## src/rtl/rfm_cmd_gen_pkg.sv

```systemverilog
// Shared definitions for the RFM command generator: FSM state encoding,
// default parameter values and the saturating helper used by the RAA counter.
package rfm_cmd_gen_pkg;

    localparam int DEF_RFM_TH      = 20;
    localparam int DEF_RAA_MAX     = 60;
    localparam int DEF_RAA_BITS    = 8;
    localparam int DEF_ADDR_SIZE   = 18;
    localparam int DEF_ACT_GAP     = 5;
    localparam int DEF_NRR_TIMEOUT = 16;

    typedef enum logic [1:0] {
        ST_IDLE      = 2'd0,
        ST_ACT_WAIT  = 2'd1,
        ST_RFM_WAIT  = 2'd2,
        ST_RFM_DRAIN = 2'd3
    } state_t;

    // Saturate a signed sum into the range 0 .. max_value.
    function automatic int clamp_raa(input int value, input int max_value);
        if (value < 0) begin
            return 0;
        end
        if (value > max_value) begin
            return max_value;
        end
        return value;
    endfunction

endpackage

```

## src/rtl/rfm_raa_counter.sv

```systemverilog
// Rolling accumulated activation counter: one +1 event (ACT) and two
// -RFM_TH events (REF, completed RFM). Events of the same cycle are summed
// before the result is saturated to the counter range.
module rfm_raa_counter
    import rfm_cmd_gen_pkg::*;
#(
    parameter int RFM_TH   = DEF_RFM_TH,
    parameter int RAA_BITS = DEF_RAA_BITS
) (
    input  logic                clk,
    input  logic                rstn,
    input  logic                inc,
    input  logic                dec_a,
    input  logic                dec_b,
    output logic [RAA_BITS-1:0] raa
);

    localparam int RAA_TOP = (1 << RAA_BITS) - 1;

    int                  sum;
    logic [RAA_BITS-1:0] raa_next;

    // Sum all events of this cycle, then clamp into 0 .. 2^RAA_BITS-1
    always_comb begin
        sum      = int'(raa) + int'(inc) - RFM_TH * (int'(dec_a) + int'(dec_b));
        raa_next = RAA_BITS'(clamp_raa(sum, RAA_TOP));
    end

    // Counter register, cleared by the asynchronous reset
    always_ff @(posedge clk or negedge rstn) begin
        if (!rstn) begin
            raa <= '0;
        end else begin
            raa <= raa_next;
        end
    end

endmodule

```

## src/rtl/rfm_cmd_gen.sv

```systemverilog
// Per-bank RFM initiator: forwards scheduler ACTs to the bank RFM unit,
// tracks RAA, issues RFM at threshold (forced at RAA_MAX) and turns the
// unit's NRR response into a completion or timeout report.
module rfm_cmd_gen
    import rfm_cmd_gen_pkg::*;
#(
    parameter int RFM_TH      = DEF_RFM_TH,
    parameter int RAA_MAX     = DEF_RAA_MAX,
    parameter int RAA_BITS    = DEF_RAA_BITS,
    parameter int ADDR_SIZE   = DEF_ADDR_SIZE,
    parameter int ACT_GAP     = DEF_ACT_GAP,
    parameter int NRR_TIMEOUT = DEF_NRR_TIMEOUT
) (
    input  logic                 clk,
    input  logic                 rstn,
    input  logic                 req_valid,
    input  logic [ADDR_SIZE-1:0] req_addr,
    output logic                 req_ready,
    input  logic                 ref_cmd,
    output logic                 act_cmd,
    output logic [ADDR_SIZE-1:0] act_addr,
    output logic                 rfm_cmd,
    input  logic                 nrr_cmd,
    input  logic [ADDR_SIZE-1:0] nrr_addr,
    output logic                 nrr_done,
    output logic [ADDR_SIZE-1:0] nrr_done_addr,
    output logic                 rfm_timeout,
    output logic [RAA_BITS-1:0]  raa_cnt
);

    localparam int CNT_BITS = $clog2(ACT_GAP + NRR_TIMEOUT + 2);

    state_t              state;
    state_t              state_next;
    logic [CNT_BITS-1:0] cnt;
    logic [CNT_BITS-1:0] cnt_next;
    logic                nrr_q;
    logic                nrr_rise;
    logic [RAA_BITS-1:0] raa;
    logic                raa_full;
    logic                raa_th;
    logic                do_act;
    logic                do_rfm;
    logic                do_done;
    logic                do_timeout;

    assign nrr_rise  = nrr_cmd && !nrr_q;
    assign raa_full  = raa >= RAA_BITS'(RAA_MAX);
    assign raa_th    = raa >= RAA_BITS'(RFM_TH);
    assign req_ready = (state == ST_IDLE) && !raa_full;
    assign raa_cnt   = raa;

    rfm_raa_counter #(
        .RFM_TH   (RFM_TH),
        .RAA_BITS (RAA_BITS)
    ) u_raa (
        .clk   (clk),
        .rstn  (rstn),
        .inc   (do_act),
        .dec_a (ref_cmd),
        .dec_b (do_done),
        .raa   (raa)
    );

    // State and shared gap/timeout/drain counter registers
    always_ff @(posedge clk or negedge rstn) begin
        if (!rstn) begin
            state <= ST_IDLE;
            cnt   <= '0;
        end else begin
            state <= state_next;
            cnt   <= cnt_next;
        end
    end

    // Next state; the counter restarts at 0 on every state change
    always_comb begin
        state_next = state;
        cnt_next   = cnt + 1'b1;
        case (state)
            ST_IDLE: begin
                cnt_next = '0;
                if (raa_full) begin
                    state_next = ST_RFM_WAIT;
                end else if (req_valid) begin
                    state_next = ST_ACT_WAIT;
                end else if (raa_th) begin
                    state_next = ST_RFM_WAIT;
                end
            end
            ST_ACT_WAIT: begin
                if (cnt == CNT_BITS'(ACT_GAP - 1)) begin
                    state_next = ST_IDLE;
                    cnt_next   = '0;
                end
            end
            ST_RFM_WAIT: begin
                if (nrr_rise || (cnt == CNT_BITS'(NRR_TIMEOUT - 1))) begin
                    state_next = ST_RFM_DRAIN;
                    cnt_next   = '0;
                end
            end
            ST_RFM_DRAIN: begin
                if (nrr_cmd) begin
                    cnt_next = '0;
                end else if (cnt == CNT_BITS'(1)) begin
                    state_next = ST_IDLE;
                    cnt_next   = '0;
                end
            end
            default: begin
                state_next = ST_IDLE;
                cnt_next   = '0;
            end
        endcase
    end

    // Per-cycle events; forced RFM beats ACT, ACT beats threshold RFM
    always_comb begin
        do_act     = 1'b0;
        do_rfm     = 1'b0;
        do_done    = 1'b0;
        do_timeout = 1'b0;
        case (state)
            ST_IDLE: begin
                do_act = !raa_full && req_valid;
                do_rfm = raa_full || (!req_valid && raa_th);
            end
            ST_RFM_WAIT: begin
                do_done    = nrr_rise;
                do_timeout = !nrr_rise && (cnt == CNT_BITS'(NRR_TIMEOUT - 1));
            end
            default: begin
                do_act = 1'b0;
            end
        endcase
    end

    // Registered pulses, held addresses and the NRR edge-detect flop
    always_ff @(posedge clk or negedge rstn) begin
        if (!rstn) begin
            act_cmd       <= 1'b0;
            act_addr      <= '0;
            rfm_cmd       <= 1'b0;
            nrr_done      <= 1'b0;
            nrr_done_addr <= '0;
            rfm_timeout   <= 1'b0;
            nrr_q         <= 1'b0;
        end else begin
            act_cmd     <= do_act;
            rfm_cmd     <= do_rfm;
            nrr_done    <= do_done;
            rfm_timeout <= do_timeout;
            nrr_q       <= nrr_cmd;
            if (do_act) begin
                act_addr <= req_addr;
            end
            if (do_done) begin
                nrr_done_addr <= nrr_addr;
            end
        end
    end

endmodule

```

## config.mk

```make
export PLATFORM = sky130hd
export DESIGN_NAME = rfm_cmd_gen
export DESIGN_NICKNAME = d
export VERILOG_FILES = /design/src/rtl/rfm_cmd_gen_pkg.sv /design/src/rtl/rfm_raa_counter.sv /design/src/rtl/rfm_cmd_gen.sv
export SDC_FILE = /design/constraint.sdc
export NUM_CORES = 1
export LEC_CHECK = 0
export BUFFER_PORTS_ARGS = -buffer_cell sky130_fd_sc_hd__buf_2
export CAP_MARGIN = 20
export CORE_MARGIN = 3
export CORE_UTILIZATION = 50
export DETAILED_ROUTE_END_ITERATION = 8
export PLACE_DENSITY = 0.79
export REMOVE_ABC_BUFFERS = 1
export SLEW_MARGIN = 20
export SYNTH_ARGS = -nofsm -noshare
export SYNTH_HDL_FRONTEND = slang
export SYNTH_SLANG_ARGS = --single-unit
```

## constraint.sdc

```tcl
create_clock -name clk -period 5.6 [get_ports clk]
set_input_delay 1.12 -clock clk [delete_from_list [all_inputs] [get_ports clk]]
set_output_delay 1.12 -clock clk [all_outputs]
set_load 0.01 [all_outputs]
```

==> impl_metrics.yaml <==
route:
  drt-initial-drc-count: 71
  first_pass_iters: 4
  drc: 0
  ant_nets: 0
  wl_um: 5170
  wire_per_inst_um: 14.4
  viasPerCell: 5.12
  vias: 1843
power_and_ir_drop:
  combPwrFrac_pct: 46.6
  pwr-share-clk_pct: 13.0
  p_seq_share_pct: 40.4
  vdd_drop_max_mv: 0.249
  power.internal_w: 0.00111
  p_sw_w: 0.000674
  swShare_pct: 37.8
  p_leak_nw: 1.67
  power_density_mw_per_mm2: 544
clock_tree:
  clockBufferDepth: 2
  cts_resized: 0
  cts_tree: "yes"
  insertion_delay_ps: 300
  htreeDepth: 2
  cts_hold_buf: 0
  cts_sinks: 56
  path_clk_slew_ps: 100
  ctsRootBufferMaster: "clkbuf_8"
  post-cts-setup-buffer-count: 0
  cts_buffers: 5
global_routing:
  antenna_found_initial: 0
  grt_pass1_vias: 1890
  grt_overflow_total: 0
  grt_pass1_wl_um: 8600
  grt_max_degree: 57
  grt_util_all_layers_pct: 17.3
die:
  die_area_mm2: 0.00624
  start_util_pct: 53.9
  die_h_um: 79.0
  coreArea_mm2: 0.00494
  rows: 25
  die_w_um: 79.0
  ios: 90
placement:
  dp_hpwl_um: 3840
  place_area_mm2: 0.00318
  port-buffer-count: 89
  placed_cells: 352
  gp_congestion: 0.840
sta:
  slew_headroom_pct: 52.9
  setup_viol: 0
  finalHoldViolations: 0
  drv_slew: 0
  grt_setup_unrepaired: "false"
  fin_crit_ps: 4480
  skew_ps: 3.92
  holdWs_ps: 512
  fin_setup_tns_ps: 0
  timing.fmax_mhz: 223
  tightest_slew_ps: 706
  period_share_pct: 80.0
setup_path:
  slowest_stage: "dfrtp_1"
  ff2ff_setup_slack_ps: 1120
  crit_type: "flop to flop"
  arrival_ps: 4660
  crit_top_cell: "ha_1"
  crit_required_ps: 5780
  crit_chain: "and4_4 -> nor3_4 -> nor3b_4 -> nand2_4 -> inv_1 -> ha_1 -> ha_1 -> xnor2_1 -> ha_1 -> fa_1 -> nand2b_1 -> a21oi_1 -> a211oi_2 -> and2_1 -> ha_1 -> nor2b_1 -> a21boi_2 -> a21oi_1"
  critPathMaxStageDelay_ps: 460
  crit_path_start_kind: "flop"
  end_kind: "flop"
  path_delay_family: "simple AND/OR/NAND/NOR gates"
  cp_max_fo: 19
  critPathBufInv: 1
synthesis:
  syn_area_mm2: 0.00266
  syn_inst: 197
  synth.most_common_cell: "dfrtp_1"
  async_flop_share_pct: 100
  ys_types: 41
  synth-main-ff-cell: "dfrtp_1"
  yosysWarnings: 0
  yosys.area.top_type: "dfrtp_1"
  ys_top_cells_by_count: "dfrtp_1, mux2_2, ha_1, inv_1, a21oi_1"
  ys_ff_latch: 56
  synth-edff-count: 0
  ys_seq_area_share_pct: 52.6
  yosys-top-cells-area: "dfrtp_1, mux2_2, ha_1"
  syn_area_per_cell_um2: 13.5
  synth_top_area_share_pct: 52.6
cells_and_area:
  final_cell_area_mm2: 0.00328
  fillers: 423
  area_growth_pct: 23.1
  drive_gt1_share_pct: 49.8
  ff_latch_area_mm2: 0.00140
  final_cells: 360
  multi_input_area_mm2: 0.00119
  diodes: 0
  final_nets: 347
flow_run:
  drv_cap: 0
worst_hold_path:
  hold_class: "flop to flop"
status:
  status: "complete, no violations"
## cells in the final DEF, fill, tap and decap left out, types with 2 or more instances in the layout
cell type | netlist | final
nand3_1 | 4 | 4
nor3b_4 | 2 | 2
dfrtp_1 | 56 | 56
buf_4 | 0 | 2
a21o_1 | 4 | 4
clkbuf_8 | 0 | 6
nor3_1 | 2 | 2
mux2_4 | 9 | 9
inv_1 | 12 | 12
xnor2_1 | 6 | 6
and4_4 | 2 | 2
mux2_2 | 27 | 27
a21oi_1 | 11 | 11
xor2_1 | 4 | 4
nand2b_1 | 3 | 3
o21a_1 | 3 | 3
nor2b_1 | 4 | 4
buf_2 | 1 | 89
clkinvlp_4 | 0 | 2
nor2_1 | 8 | 8
and3_1 | 2 | 2
nor4b_1 | 2 | 2
ha_1 | 13 | 13
## per-layer routing
layer	GRT usage, %	vias to the layer above	wire length, um
li1	-	879	-
met1	22.4	889	2290
met2	28.9	70	2460
met3	4.65	5	380
met4	4.30	0	29
met5	0	-	0
## cell families after synthesis
| logic type | Yosys count | synth area share [%] |
|---|---|---|
| and+or+nand+nor | 38 | 10.5 |
| xor gates and xnor gates | 10 | 3.29 |
| DFF | 56 | 52.6 |
| adders and majority gates | 14 | 6.86 |
| buffers and inverters | 15 | 2.72 |
| AOI/OAI and AO/OA | 27 | 7.19 |
| muxes | 37 | 16.9 |
## metrics by stage
| step | utilization (%) | setup WS (ps) | power (W) |
|---|---|---|---|
| floorplan | - | 1080 | 0.00126 |
| global placement | 64.4 | 1150 | 0.00153 |
| detailed placement | 64.4 | 942 | 0.00156 |
| CTS | 66.3 | 1110 | 0.00180 |
| global route | 66.3 | 763 | 0.00192 |
| finish | 66.3 | 1120 | 0.00178 |
## path summary, 6_finish.rpt
| check | start | endpoint | cells after the start |
|---|---|---|---|
| worst max-delay path | u_raa.raa[3] | u_raa.raa[5] | 18 |
| worst min-delay path | act_addr[15] | act_addr[15] | 1 |
| worst max register to register | u_raa.raa[3] | u_raa.raa[5] | 18 |
| worst min register to register | act_addr[15] | act_addr[15] | 1 |
| max in group asynchronous | rstn | u_raa.raa[3] | 2 |
| min in group asynchronous | rstn | nrr_q | 2 |
## state kept, by name, indices dropped and copies added, names as in the netlist
signal	count
act_addr	18
nrr_done_addr	18
u_raa.raa	8
cnt	5
state	2
act_cmd	1
nrr_done	1
nrr_q	1
rfm_cmd	1
rfm_timeout	1
## area by class of cell
type	instances	area share [%]
well taps	67	2.56
inverters	12	1.37
flip-flops and latches	56	42.7
repair buffers	91	14.0
clock inverters	2	0.458
multi-input cells	126	36.3
clock buffers	6	2.52
## power by group through the flow
stage                     Combinational [W]  Clock (W)  Sequential [W]
after global placement             0.000811          0        0.000721
after detailed placement           0.000834          0        0.000727
after CTS                          0.000839   0.000239        0.000721
after floorplan                    0.000469          0        0.000792
final                              0.000830   0.000232        0.000720
after global routing               0.000913   0.000257        0.000749
Power figures use the tool's default switching activity.
